<file path="src/rtl/clz_seq_unit.sv">
// Iterative CLZ/CLO unit that scans one nibble per cycle, with a start/done handshake.
// Build option CLZ_EARLY_EXIT_EN: stop at the first nonzero nibble; otherwise always scan 8 nibbles.
module clz_seq_unit (
   input  logic        clk,
   input  logic        rst_n,
   input  logic        start,
   input  logic        op,
   input  logic [31:0] data_in,
   output logic        busy,
   output logic        done,
   output logic [31:0] result
);

   typedef enum logic [1:0] {
      ST_IDLE,
      ST_SCAN,
      ST_DONE
   } state_t;

   state_t      state;
   logic [31:0] shreg;
   logic [5:0]  count;
   logic [2:0]  idx;
   logic [5:0]  res_q;
   logic [3:0]  nib;
   logic [5:0]  nib_lz;
   logic [5:0]  count_nxt;
`ifndef CLZ_EARLY_EXIT_EN
   logic        found;
`endif

   assign nib    = shreg[31:28];
   assign busy   = (state == ST_SCAN);
   assign done   = (state == ST_DONE);
   assign result = {26'b0, res_q};

   always_comb begin
      nib_lz = 6'd0;
      if (nib[3])
         nib_lz = 6'd0;
      else if (nib[2])
         nib_lz = 6'd1;
      else if (nib[1])
         nib_lz = 6'd2;
      else
         nib_lz = 6'd3;
   end

   // The fixed-latency build keeps scanning after a hit but freezes the count.
   always_comb begin
      count_nxt = count;
`ifdef CLZ_EARLY_EXIT_EN
      count_nxt = (nib == 4'd0) ? count + 6'd4 : count + nib_lz;
`else
      if (!found)
         count_nxt = (nib == 4'd0) ? count + 6'd4 : count + nib_lz;
`endif
   end

   always_ff @(posedge clk or negedge rst_n) begin
      if (!rst_n) begin
         state <= ST_IDLE;
         shreg <= 32'd0;
         count <= 6'd0;
         idx   <= 3'd0;
         res_q <= 6'd0;
`ifndef CLZ_EARLY_EXIT_EN
         found <= 1'b0;
`endif
      end else begin
         case (state)
            ST_IDLE, ST_DONE: begin
               if (start) begin
                  shreg <= op ? ~data_in : data_in;
                  count <= 6'd0;
                  idx   <= 3'd0;
`ifndef CLZ_EARLY_EXIT_EN
                  found <= 1'b0;
`endif
                  state <= ST_SCAN;
               end else begin
                  state <= ST_IDLE;
               end
            end
            ST_SCAN: begin
               count <= count_nxt;
`ifdef CLZ_EARLY_EXIT_EN
               if (nib != 4'd0 || idx == 3'd7) begin
                  res_q <= count_nxt;
                  state <= ST_DONE;
               end else begin
                  shreg <= shreg << 4;
                  idx   <= idx + 3'd1;
               end
`else
               if (nib != 4'd0)
                  found <= 1'b1;
               shreg <= shreg << 4;
               idx   <= idx + 3'd1;
               if (idx == 3'd7) begin
                  res_q <= count_nxt;
                  state <= ST_DONE;
               end
`endif
            end
            default: state <= ST_IDLE;
         endcase
      end
   end

endmodule

</file>
<file path="config.mk">
export PLATFORM = sky130hd
export DESIGN_NAME = clz_seq_unit
export DESIGN_NICKNAME = d
export VERILOG_FILES = /design/src/rtl/clz_seq_unit.sv
export SDC_FILE = /design/constraint.sdc
export NUM_CORES = 1
export LEC_CHECK = 0
export ABC_AREA = 1
export BUFFER_PORTS_ARGS = -buffer_cell sky130_fd_sc_hd__buf_2
export CORE_MARGIN = 2
export CORE_UTILIZATION = 35
export DETAILED_ROUTE_END_ITERATION = 10
export SLEW_MARGIN = 20
export SYNTH_ARGS = -nofsm -noshare
export SYNTH_HDL_FRONTEND = slang
export SYNTH_SLANG_ARGS = --single-unit
</file>
<file path="constraint.sdc">
create_clock -name clk -period 3.73 [get_ports clk]
set_input_delay 0.5595 -clock clk [delete_from_list [all_inputs] [get_ports clk]]
set_output_delay 0.5595 -clock clk [all_outputs]
set_load 0.01 [all_outputs]
</file>
==> impl_results.md, run 1 <==
- Setup_tns: 0 ns
- YS warnings: 0
- Initial antenna violation count: 0
- Yosys top cell by area: dfrtp_1
- Routed Antenna Nets: 0
- Layout cell share with drive strength beyond 1: 16.52%
- Number of flops mapped to enable cells by yosys: 0
- Final Power: 2154 uW
- Top_reg_cell synth: dfrtp_1
- RSZ-0062 raised after global routing: false
- Hold Buf Count CTS: 0
- Clock Pin Slew Worst Setup and Hold Paths: 0.10 ns
- Synth top cells by count: nand2_1, dfrtp_1, buf_4
- Vias in the first global route: 1,954
- Inserted Diodes: 0
- Clk_lat worst skew: 0.30 ns
- Rows: 32
- Seq cells post-synth: 50
- CTS tree: done
- Area growth syn-to-layout: 8.046%
- Clock sinks: 50
- Status: finished clean
- Post-CTS Resized: 0
- Routed Wire Length: 5.243 mm
- Final-layout fill cell count: 804
- Clk_skew: 0.01378 ns
- Slew Limit Fails: 0
- Syn Std Cell Area: 2799 um^2
- H-tree levels: 2
- Final Hold Fails: 0
- Pin count of the biggest net entering global routing: 51
- Min-delay worst type: input port to async pin
- HPWL Detailed: 3.656 mm
- GR Overflow Total: 0
- Setup violations, final: 0
- Worst-path cell chain: inv_1, nand2_1, inv_2, buf_2
- DR vias/cell: 4.578
- Via count: 2,074
- Sequential area share after synthesis: 44.70%
- Maximum vdd drop: 240.0 uV
- Critical path launch point type: flop
- Clock root buffer: clkbuf_8
- Asr flop ratio synth: 100.0%
- Least-Margin Pin Slew: 0.8450 ns
- Initial Util: 36.22%
- Post-synth top area share: 44.70%
- Syn avg cell area: 8.857 um^2
- Min Tclk post-route: 2.459 ns
- Iteration-0 DRC Markers: 114
- Max Root-Sink Buffers: 2
- Final Cycle Share: 65.93%
- PD cells: 712.2 nW/um^2
- DRC Markers: 0
- Port bufs: 43
- Final #Nets: 392
- Die area: 8728 um^2
- Fmax: 406.7 MHz
- DR pass1 iterations: 4
- Crit end category: output port
- Slew HR: 43.67%
- Crit Path Category: flop to output port
- CTS Buf Count: 5
- Gate Count Post-Synth: 316
- Postcts setup bufs: 0
- Worst path slowest cell: inv_2
- Placeable Area: 7727 um^2
- DIE HEIGHT: 93.43 um
- Max FO, Critical Path: 32
- Total global-route track usage: 13.21%
- Worst Path Required: 3.17 ns
- Drt wl/cell: 11.57 um
- Top post-synthesis cells by area: dfrtp_1, nand2_1, xnor2_1
- I/O pin total: 70
- Max_cap viols: 0
- Leak pwr: 0.001458 uW
- Yosys cell types: 28
- Count leader, synth: nand2_1
- Slowest stage delay, CP: 0.56 ns
- Routability cong.: 0.7957
- First-pass GRT wire length: 9.232 mm
- Data arrival, critical path: 1.90 ns
- Die X: 93.43 um
[final timing paths]
path | depth (start not counted) | from | endpoint | slack, ns
setup / recovery | 4 | state[1] | busy | 1.27
hold / removal | 1 | rst_n | shreg[13] | 0.27
setup reg to reg | 5 | state[0] | shreg[4] | 1.88
hold reg to reg | 2 | res_q[4] | res_q[4] | 0.49
max in group asynchronous | 1 | rst_n | count[1] | 3.03
min in group clk | 2 | res_q[4] | res_q[4] | 0.49
[where the power goes]
| part | total [uW] | switching [uW] | internal (uW) |
|---|---|---|---|
| logic | 924 | 581 | 343 |
| registers | 912 | 130 | 782 |
| clock network | 318 | 186 | 132 |
[layout make-up]
cell class              instances  area, um^2  area share (%)
inverters                      22       82.58           2.731
clock inverters                 3       18.77          0.6206
multi-input cells             227        1250           41.33
well taps                     102       127.6           4.220
clock buffers                   5       68.82           2.276
repair buffers                 44       225.2           7.447
flip-flops and latches         50        1251           41.37
[logic make-up (layout without fill, tap and decap cells)]
| logic type | Yosys count | in the layout | synth area share [%] |
|---|---|---|---|
| AND/OR/NAND/NOR | 117 | 117 | 17.66 |
| adder cells (fa/ha/maj) | 6 | 6 | 2.950 |
| XOR/XNOR | 27 | 27 | 8.449 |
| flip-flops | 50 | 50 | 44.70 |
| other | 1 | 26 | 0.1340 |
| buffers and inverters | 64 | 74 | 13.99 |
| AO/OA/AOI/OAI | 51 | 51 | 12.11 |
[worst max-delay path, delay by kind of cell, from the launching register on]
| kind | cells | cell delay, ns |
|---|---|---|
| flip-flops | 1 | 0.37 |
| AND/OR/NAND/NOR | 1 | 0.35 |
| buffers and inverters | 3 | 0.87 |
[cell usage in the layout (no fill, tap or decap), types with 4 or more instances in the layout]
| master | Yosys | routed |
|---|---|---|
| o21ai_0 | 12 | 12 |
| a21oi_1 | 7 | 7 |
| o211ai_1 | 20 | 20 |
| nand2_1 | 89 | 89 |
| o221ai_1 | 4 | 4 |
| o22ai_1 | 5 | 5 |
| nand3_1 | 17 | 17 |
| inv_1 | 20 | 20 |
| nor2_1 | 5 | 5 |
| clkbuf_8 | 0 | 5 |
| dfrtp_1 | 50 | 50 |
| buf_2 | 7 | 42 |
| conb_1 | 1 | 26 |
| ha_1 | 5 | 5 |
| xnor2_1 | 26 | 26 |
[layer usage]
metal | vias to the layer above | GRT usage (%) | part of all wire, %
li1 | 1046 | - | -
met1 | 955 | 18.70 | 48
met2 | 66 | 20.62 | 45
met3 | 7 | 2.740 | 6.0
met4 | 0 | 3.309 | 0.88
met5 | - | 0 | 0
[sequential cells by signal, indices dropped and copies added (netlist names)]
register / cells
count: 6
idx: 3
shreg: 32
found: 1
res_q: 6
state: 2
[per-stage QoR]
step	hold WS, ns	worst slack [ns]	utilization (%)	std cells	cell area [um^2]
2_1_floorplan	0.2639	2.177	-	341	2893
3_3_place_gp	0.4631	1.630	37.97	445	2934
3_5_place_dp	0.4666	1.592	38.00	445	2937
4_1_cts	0.2915	1.244	39.14	453	3024
5_1_grt	0.3141	1.122	39.14	453	3024
6_report	0.2712	1.271	39.14	453	3024
No activity file was read; power rests on OpenSTA's default activity.
==> inputs of run 2 (changes only) <==
Clock period 3.73 ns to 2.1 ns, I/O delays scaled along.
==> run 2 against run 1 <==
Net effect: the flow now finishes with violations (hold timing); critical path depth is the same; total power grew 79%; die area is the same; sequential cell count is the same; combinational power grew 83%; first-iteration DRC count shrank 16%; utilization grew 0.47 points; clock power grew 67%; via count grew 1.2%; critical endpoint unchanged; largest cell class unchanged.
==> impl_results.md, run 2 (synthesis gave the netlist of run 1 again) <==
- Status: complete, but fails checks
- Failing checks: hold timing
- Initial Util: 36.22%
- Vias in the first global route: 2,016
- Fin area: 3060 um^2
- Total global-route track usage: 13.60%
- Hold Buf Count CTS: 0
- Hold Slack: -0.01403 ns
- Reg2reg end: res_q[4]
- Min-delay worst type: input port to async pin
- Via count: 2,099
- Reg2Reg Setup Slack: 0.41 ns
- Routability cong.: 0.8439
- Clk_lat worst skew: 0.30 ns
- HPWL Detailed: 3.953 mm
- Routed Wire Length: 5.447 mm
- DRC Markers: 0
- Clock Pin Slew Worst Setup and Hold Paths: 0.09 ns
- Slew HR: 63.48%
- Crit path depth: 4
- Max Root-Sink Buffers: 2
- Drt wl/cell: 11.92 um
- Worst Path Required: 1.78 ns
- Min Tclk post-route: 1.776 ns
- Layout cell share with drive strength beyond 1: 16.90%
- Final design utilization: 39.60%
- Commonest non-fill, non-tap cell in the layout: nand2_1
- DIE HEIGHT: 93.43 um
- Crit end category: output port
- Commonest cells after routing, fill and taps aside: nand2_1, dfrtp_1, buf_2, xnor2_1, conb_1
- Reg with most FFs: shreg
- Worst path slowest cell: dfrtp_1
- Rows: 32
- Iteration-0 DRC Markers: 96
- Placeable Area: 7727 um^2
- Data arrival, critical path: 1.46 ns
- RSZ-0062 raised after global routing: false
- Final #Nets: 397
- Crit Path Category: flop to output port
- Die X: 93.43 um
- GR Overflow Total: 0
- First-pass GRT wire length: 9.487 mm
- Setup_tns: 0 ns
- CTS tree: done
- Fmax: 563.0 MHz
- Slowest stage delay, CP: 0.36 ns
- CP delay by family, top: buffers and inverters
- Final Hold Fails: 21
- CP Buf/Inv Count: 3
- Maximum vdd drop: 447.8 uV
- Max FO, Critical Path: 16
- I/O pin total: 70
- Inserted Diodes: 0
- Critical path launch point type: flop
- Pin count of the biggest net entering global routing: 38
- Worst R2R Path Depth: 10
- Least-Margin Pin Slew: 0.5470 ns
- Routed Antenna Nets: 0
- Max reg flops: 32
- Clock sinks: 50
- Postcts setup bufs: 0
- Placed Area: 2984 um^2
- Clk_skew: 0.004694 ns
- Leak pwr: 0.001476 uW
- PD cells: 1258 nW/um^2
- Final Cycle Share: 84.58%
- Area growth syn-to-layout: 9.343%
- Post-CTS Resized: 0
- Die area: 8728 um^2
- DR vias/cell: 4.593
- Clock root buffer: clkbuf_8
- Initial antenna violation count: 0
- Max_cap viols: 0
- Port bufs: 43
- H-tree levels: 2
- FF-to-FF Start: shreg[29]
- Worst-path cell chain: inv_1, nand2_1, inv_2, buf_2
- CTS Buf Count: 5
- DR pass1 iterations: 5
- Setup violations, final: 0
- Registers with the most flip-flops: shreg: 32 flops, count: 6 flops, res_q: 6 flops
- Slew Limit Fails: 0
-- run 2: layer usage --
metal	GRT usage [%]	vias up	part of all wire (%)	routed length, um
li1	-	1056	-	-
met5	0	-	0	0
met4	2.941	0	0.75	41
met2	22.60	59	46	2531
met1	18.24	979	48	2604
met3	2.981	5	4.9	269
-- run 2: stage by stage --
step / setup WS [ns] / total power, uW / instances
floorplan: 0.5472 / 3002 / 341
global placement: 0.4376 / 3320 / 450
detailed placement: 0.4192 / 3368 / 450
CTS: 0.3232 / 3901 / 457
global route: 0.2489 / 4235 / 457
finish: 0.3238 / 3851 / 457
-- run 2: how the worst max path moves through the flow --
stage / start / endpoint / slack [ns]
finish: state[1] / busy / 0.32
global route: state[1] / busy / 0.25
floorplan: shreg[29] / count[4] / 0.55
CTS: state[1] / busy / 0.32
detailed placement: shreg[29] / res_q[4] / 0.42
global placement: shreg[29] / count[4] / 0.44
-- run 2: area by class of cell --
type	count	area (um^2)
Inverter	22	82.58
Sequential cell	50	1251
Tap cell	102	127.6
Multi-Input combinational cell	227	1250
Timing Repair Buffer	49	272.8
Fill cell	799	4667
Clock buffer	7	76.32
-- run 2: power by group --
group          internal (uW)  leakage (uW)  total [uW]  switching, uW
clock network            230     0.0000383         531            301
logic                    641      0.000807        1690           1050
registers               1390      0.000631        1630            239
